**src/rtl/bus_arbiter.sv**
```systemverilog
// Two-master arbiter in front of a single-port RAM with 1-cycle registered read data.
// Supports round-robin or fixed priority, plus bus locking for atomic sequences.
module bus_arbiter #(
  parameter int unsigned RR = 1
) (
  input  logic        clock,
  input  logic        reset,
  input  logic        m0_req,
  input  logic        m1_req,
  input  logic        m0_lock,
  input  logic        m1_lock,
  input  logic [29:0] m0_addr,
  input  logic [29:0] m1_addr,
  input  logic [31:0] m0_data_w,
  input  logic [31:0] m1_data_w,
  input  logic [3:0]  m0_mask_w,
  input  logic [3:0]  m1_mask_w,
  output logic        m0_gnt,
  output logic        m1_gnt,
  output logic        m0_rvalid,
  output logic        m1_rvalid,
  output logic [31:0] m_data_r,
  output logic [29:0] bus_addr,
  output logic [31:0] bus_data_w,
  output logic [3:0]  bus_mask_w,
  input  logic [31:0] bus_data_r
);

  typedef enum logic [1:0] {
    FREE    = 2'd0,
    LOCKED0 = 2'd1,
    LOCKED1 = 2'd2
  } state_t;

  state_t state, state_next;
  logic   last_owner, last_owner_next;
  logic   rvalid0, rvalid1;
  logic   gnt0, gnt1;

  always_ff @(posedge clock) begin
    if (reset) begin
      state      <= FREE;
      last_owner <= 1'b1;
      rvalid0    <= 1'b0;
      rvalid1    <= 1'b0;
    end else begin
      state      <= state_next;
      last_owner <= last_owner_next;
      rvalid0    <= gnt0 && (m0_mask_w == '0);
      rvalid1    <= gnt1 && (m1_mask_w == '0);
    end
  end

  always_comb begin
    gnt0            = 1'b0;
    gnt1            = 1'b0;
    state_next      = state;
    last_owner_next = last_owner;
    if (!reset) begin
      case (state)
        FREE: begin
          if (m0_req && m1_req) begin
            if (RR != 0 && last_owner == 1'b0) gnt1 = 1'b1;
            else                               gnt0 = 1'b1;
          end else begin
            gnt0 = m0_req;
            gnt1 = m1_req;
          end
          if (gnt0 && m0_lock)      state_next = LOCKED0;
          else if (gnt1 && m1_lock) state_next = LOCKED1;
        end
        // The owner's last access (lock low) is still granted while leaving LOCKED.
        LOCKED0: begin
          gnt0 = m0_req;
          if (!m0_lock) state_next = FREE;
        end
        LOCKED1: begin
          gnt1 = m1_req;
          if (!m1_lock) state_next = FREE;
        end
        default: state_next = FREE;
      endcase
      if (gnt0)      last_owner_next = 1'b0;
      else if (gnt1) last_owner_next = 1'b1;
    end
  end

  always_comb begin
    bus_addr   = '0;
    bus_data_w = '0;
    bus_mask_w = '0;
    if (gnt0) begin
      bus_addr   = m0_addr;
      bus_data_w = m0_data_w;
      bus_mask_w = m0_mask_w;
    end else if (gnt1) begin
      bus_addr   = m1_addr;
      bus_data_w = m1_data_w;
      bus_mask_w = m1_mask_w;
    end
  end

  assign m0_gnt    = gnt0;
  assign m1_gnt    = gnt1;
  assign m0_rvalid = rvalid0;
  assign m1_rvalid = rvalid1;
  assign m_data_r  = bus_data_r;

endmodule

```
**config.mk**
```make
export PLATFORM = sky130hd
export DESIGN_NAME = bus_arbiter
export DESIGN_NICKNAME = d
export VERILOG_FILES = /design/src/rtl/bus_arbiter.sv
export SDC_FILE = /design/constraint.sdc
export NUM_CORES = 1
export LEC_CHECK = 0
export ABC_CLOCK_PERIOD_IN_PS = 1900
export BUFFER_PORTS_ARGS = -buffer_cell sky130_fd_sc_hd__buf_2
export CAP_MARGIN = 10
export CORE_AREA = 2 2 106 108
export DETAILED_ROUTE_END_ITERATION = 6
export DIE_AREA = 0 0 108 110
export SYNTH_ARGS = -nofsm -noshare
export SYNTH_HDL_FRONTEND = slang
export SYNTH_SLANG_ARGS = --single-unit
export TNS_END_PERCENT = 20
```
**constraint.sdc**
```tcl
create_clock -name clock -period 1.9 [get_ports clock]
set_input_delay 0.38 -clock clock [delete_from_list [all_inputs] [get_ports clock]]
set_output_delay 0.38 -clock clock [all_outputs]
set_load 0.02 [all_outputs]
```
=== Word level (Yosys, flattened, before mapping) ===
Cells that the tools add are included.
W data, S select, Z words.

* Logic and storage cells: 46
* Output and inout bits: 102
* Register bits after elaboration: 5
* Input port bits: 170

* Eq/ne operators: 5
* Reduce and logical (&&, ||, !) cells: 10
* Multiplexer cells: 27

{| class="wikitable"
|+ Operator list
! operator !! count
|-
| $mux W32 || 2
|-
| $mux W30 || 2
|-
| $mux W1 || 14
|-
| $logic_not A4 Y1 || 2
|-
| $mux W2 || 4
|-
| $mux W4 || 2
|-
| $pmux W2 S3 || 1
|-
| $logic_and A1 B1 Y1 || 5
|-
| $ne A2 B2 Y1 const B || 2
|-
| $pmux W1 S2 || 2
|-
| $ne A3 B3 Y1 const B || 1
|-
| $reduce_and A3 Y1 || 1
|-
| $eq A2 B1 Y1 const B || 1
|-
| $eq A2 B2 Y1 const B || 1
|-
| $logic_not A2 Y1 || 1
|-
| $reduce_bool A2 Y1 || 1
|}

=== Depth between registers and ports, before layout ===
* Depth in word-level cells: 9
* Gate-level depth with buffers: 6
* Gate-level depth less buffers: 3

=== Worst setup path after synthesis ===
OpenSTA, ideal clock, no wires.

* Path type: input-to-output
* From: input m0_req
* To: output bus_addr[10]
* Path slack: 0.185 ns
* Stages on the path: 4
* Data arrival time: 1.335 ns
* Required time: 1.520 ns
* Buffers on the path: 2
* Path through: a311oi_2 buf_2 buf_4 a22o_1

* Longest elaborated chain between the ends: 9
* Elaborated cells between the ends (all ways): 15
* Those cells by class: mux (14); reduce/logical (1)

{| class="wikitable"
|+ RTL lines
! what !! RTL line !! text
|-
| start, declared || 8 || <nowiki>input logic m0_req,</nowiki>
|-
| $logic_and A1 B1 Y1 || 62 || <nowiki>if (m0_req && m1_req) begin</nowiki>
|-
| $mux W1 || 62 ||
|-
| $mux W1 || 60 || <nowiki>case (state)</nowiki>
|-
| $mux W1 || 59 || <nowiki>if (!reset) begin</nowiki>
|-
| $pmux W1 S2 || 60 ||
|-
| $mux W1 (2 in series) || 59 ||
|-
| $mux W30 || 96 || <nowiki>end else if (gnt1) begin</nowiki>
|-
| $mux W30 (*) || 92 || <nowiki>if (gnt0) begin</nowiki>
|-
| end, declared || 23 || <nowiki>output logic [29:0] bus_addr,</nowiki>
|}

Mark *: on every way between the ends. The rest lies on a longest branch, timed or not. The select of a mux whose other input is x is not followed.

=== Final worst setup path ===
* From: register state[0]
* To: output bus_data_w[26]

* Longest elaborated chain between the ends: 6
* Elaborated cells between the ends (all ways): 11
* Those cells by class: eq/ne (2); mux (8); reduce/logical (1)

{| class="wikitable"
|+ RTL lines
! what !! RTL line !! text
|-
| start, declared || 35 || <nowiki>state_t state, state_next;</nowiki>
|-
| start signal, assigned || 47 || <nowiki>state <= state_next;</nowiki>
|-
| $eq A2 B2 Y1 or $logic_not A2 Y1 (tied branches) || 60 ||
|-
| $pmux W1 S2 || 60 ||
|-
| $mux W1 (2 in series) || 59 ||
|-
| $mux W32 || 96 ||
|-
| $mux W32 (*) || 92 ||
|-
| end, declared || 24 || <nowiki>output logic [31:0] bus_data_w,</nowiki>
|}

Marks and branches as above.

==> run_results.csv <==
group,metric,value,unit
detailed_routing,drtAntennaViolNets,0,
clock_tree,clkTransAtPathRegs,0.04,ns
timing,worst_hold_margin,0.398,ns
pwr,clock_power_share,0.178,
placed_design,post_dp_cell_area,0.00208,mm^2
detailed_routing,drcViolationCount,0,
die,floorplan.die.height,110,um
worst_setup_path,critical_path.reg2reg.startpoint,"state[0]",
run,cap_violations,0,
timing,worstMarginPinSlew,0.305,ns
die,die_w,108,um
clock_tree,cts_max_path_buffers,2,
logic_synthesis,mappedNetlistArea,0.00113,mm^2
worst_setup_path,critical-path-max-stage-delay,0.32,ns
clock_tree,cts_root_buf,"sky130_fd_sc_hd__clkbuf_8",
pwr,total_power,1.10,mW
clock_tree,tritoncts,"built",
hold_path,min-delay-start,"m0_lock",
layout,final-seq-area,101,um^2
detailed_routing,drt_pre_antenna_iters,4,
timing,post-route-worst-setup-slack,-0.103,ns
worst_setup_path,criticalPathCategory,"register to primary output",
timing,hold_violations,0,
run_status,run_status,"finished, violations left",
die,design.die.area,0.0119,mm^2
hold_path,min_path_type,"input port to register",
detailed_routing,dr_total_vias,1924,
worst_setup_path,crit_path_start,"state[0]",
die,floorplan.rows,38,
worst_setup_path,worst_setup_path_start_kind,"register",
timing,timing.slew.headroom,0.794,
pwr,power_switching_share,0.383,
timing,slew_violations,0,
logic_synthesis,ys_ff_latch,5,
layout,final_cell_mix,"sky130_fd_sc_hd__buf_2, sky130_fd_sc_hd__a22o_1, sky130_fd_sc_hd__buf_6",
global_route,grtUsageTotal,0.0840,
worst_setup_path,critical-path-slowest-cell,"sky130_fd_sc_hd__dfxtp_2",
global_route,initial_antenna_violation_count,1,
worst_setup_path,critical_path_arrival,1.62,ns
logic_synthesis,syn_inst,136,
die,io_pins,272,
die,initial_core_util,0.105,
placed_design,port_buffers,207,
clock_tree,cts_h_tree_depth,1,
pwr,power_per_cell_area,407,mW/mm^2
timing,timing.fmax,499,MHz
timing,fin_crit_sh,1.05,
logic_synthesis,synth.avg_cell_area,8.28,um^2
layout,multi_input_comb_area,709,um^2
layout,num-nets-final,485,
layout,final_layout_size_suffix_gt1_frac,0.726,
timing,finalClockSkew,0.00272,ns
run_status,violations,"setup timing",
worst_setup_path,crit_path_end_kind,"primary output",
layout,antenna_cells,0,
worst_setup_path,critPathMostFrequentCell,"sky130_fd_sc_hd__buf_6",
logic_synthesis,yosysSeqAreaShare,0.0889,
worst_setup_path,crit_fanout,12,
pwr,irDropWorstVdd,0.000193,V
global_route,grt_max_degree,46,
placed_design,detailed_place_hpwl,4.99,mm
timing,unrepaired_setup_endpoints_after_global_routing,"true",
global_route,grt_pass1_wl,7.62,mm
global_route,global_route.overflow_total,0,
die,coreArea,0.0107,mm^2
timing,setup_violations,66,
layout,synthToLayoutAreaGrowth,140,%
worst_setup_path,worstPathCellList,"nand2b_4 > a311oi_4 > buf_6 > buf_12 > a22o_1 > buf_6",
logic_synthesis,synthDistinctLibCells,17,
detailed_routing,drt_iter0_drc,44,
pwr,net-switching-power,421,uW
pwr,combPwrFrac,0.716,
layout,layout.filler_cells,1125,
detailed_routing,wl_per_cell,16.4,um
placed_design,place_congestion,0.758,
layout,layout_commonest_cell,"sky130_fd_sc_hd__buf_2",
clock_tree,num_cts_buffers,3,
detailed_routing,detail_route.wirelength,7.44,mm
clock_tree,insertion_delay,0.22,ns
clock_tree,hold_buffers,0,
pwr,power.leakage,1.41,nW
clock_tree,clock_sinks,5,
global_route,via_count_of_the_first_global_routing_pass,1626,
logic_synthesis,syn_nets,306,
logic_synthesis,synthesis.yosys.warnings,0,
detailed_routing,avgViaCountPerCell,4.24,
pwr,share_seq_of_total_power,0.105,
pwr,internal_power,680,uW
layout,post-route-cell-area,0.00270,mm^2
worst_setup_path,crit_required,1.52,ns
timing,final.min_clock_period,2.00,ns
[cell type report]
class / instances / share of cell area
tap: 140 / 0.0648
timing repair buffer: 221 / 0.617
multi-input combinational: 83 / 0.263
clock buffer: 4 / 0.0167
inverter: 1 / 0.00139
sequential: 5 / 0.0375
[worst max-delay path: cells and delay by family, from the launching register on]
| kind | cells | cell delay, ns |
|---|---|---|
| buffers and inverters | 3 | 0.49 |
| and+or+nand+nor | 1 | 0.16 |
| DFF | 1 | 0.32 |
| AOI/OAI and AO/OA | 2 | 0.42 |
[stage by stage]
stage          setup TNS (ns)  setup WS [ns]  instances   util
3_3_place_gp           -0.214        -0.0158        440  0.195
3_5_place_dp          -0.0602        -0.0224        440  0.195
5_1_grt                 -8.08         -0.160        454  0.253
4_1_cts                 -5.57         -0.118        447  0.223
2_1_floorplan               0          0.185        136      -
6_report                -4.61         -0.103        454  0.253
[synth_stat cells, drive strengths merged]
cell	count	area, um^2
inv	1	3.75
a311oi	1	15.0
nor4	2	12.5
nand2b	2	20.0
nor2	3	11.3
dfxtp	5	100
o211a	1	10.0
clkbuf	1	3.75
buf	46	328
and2	2	12.5
a21oi	3	15.0
a22o	66	578
nand2	2	7.51
nor4b	1	8.76
[registers in the layout, summed over array words and instances, names as in the netlist]
signal / flops
last_owner: 1
m1_rvalid: 1
state: 2
m0_rvalid: 1
[layer usage]
layer  vias to the layer above  GRT usage  share of wire
met2                       165      0.191           0.58
met1                       881     0.0736           0.32
li1                        865          -              -
met3                        13     0.0112          0.091
met5                         -          0              0
met4                         0     0.0229          0.012
[power groups by stage]
| stage | clock network, mW | registers (mW) | logic (mW) |
|---|---|---|---|
| detailed placement | 0 | 0.117 | 0.583 |
| finish | 0.196 | 0.116 | 0.789 |
| CTS | 0.203 | 0.115 | 0.676 |
| global placement | 0 | 0.116 | 0.575 |
| floorplan | 0 | 0.115 | 0.412 |
| global route | 0.211 | 0.116 | 0.831 |
[worst paths after layout]
check	slack, ns	to	cells after the start
worst min register to register	0.45	state[1]	1
worst max register to register	0.53	m1_rvalid	5
worst max-delay path	-0.10	bus_data_w[26]	6
worst min-delay path	0.40	state[0]	3
[what timing repair did]
action                                  CTS  global route
endpoints found under the hold margin     0             0
cloned                                    1             7
pin swaps                                 5            37
endpoints found under the setup margin   67            67
gates resized for setup                  77            56
buffers inserted                          2             1
[cell families (layout without fill, tap and decap cells)]
family	Yosys count	after routing	synth area share
compound gates	71	71	0.549
buf+inv	48	226	0.298
flops	5	5	0.0889
simple gates	12	12	0.0644
Note: power is estimated with default switching activity, not from simulation.
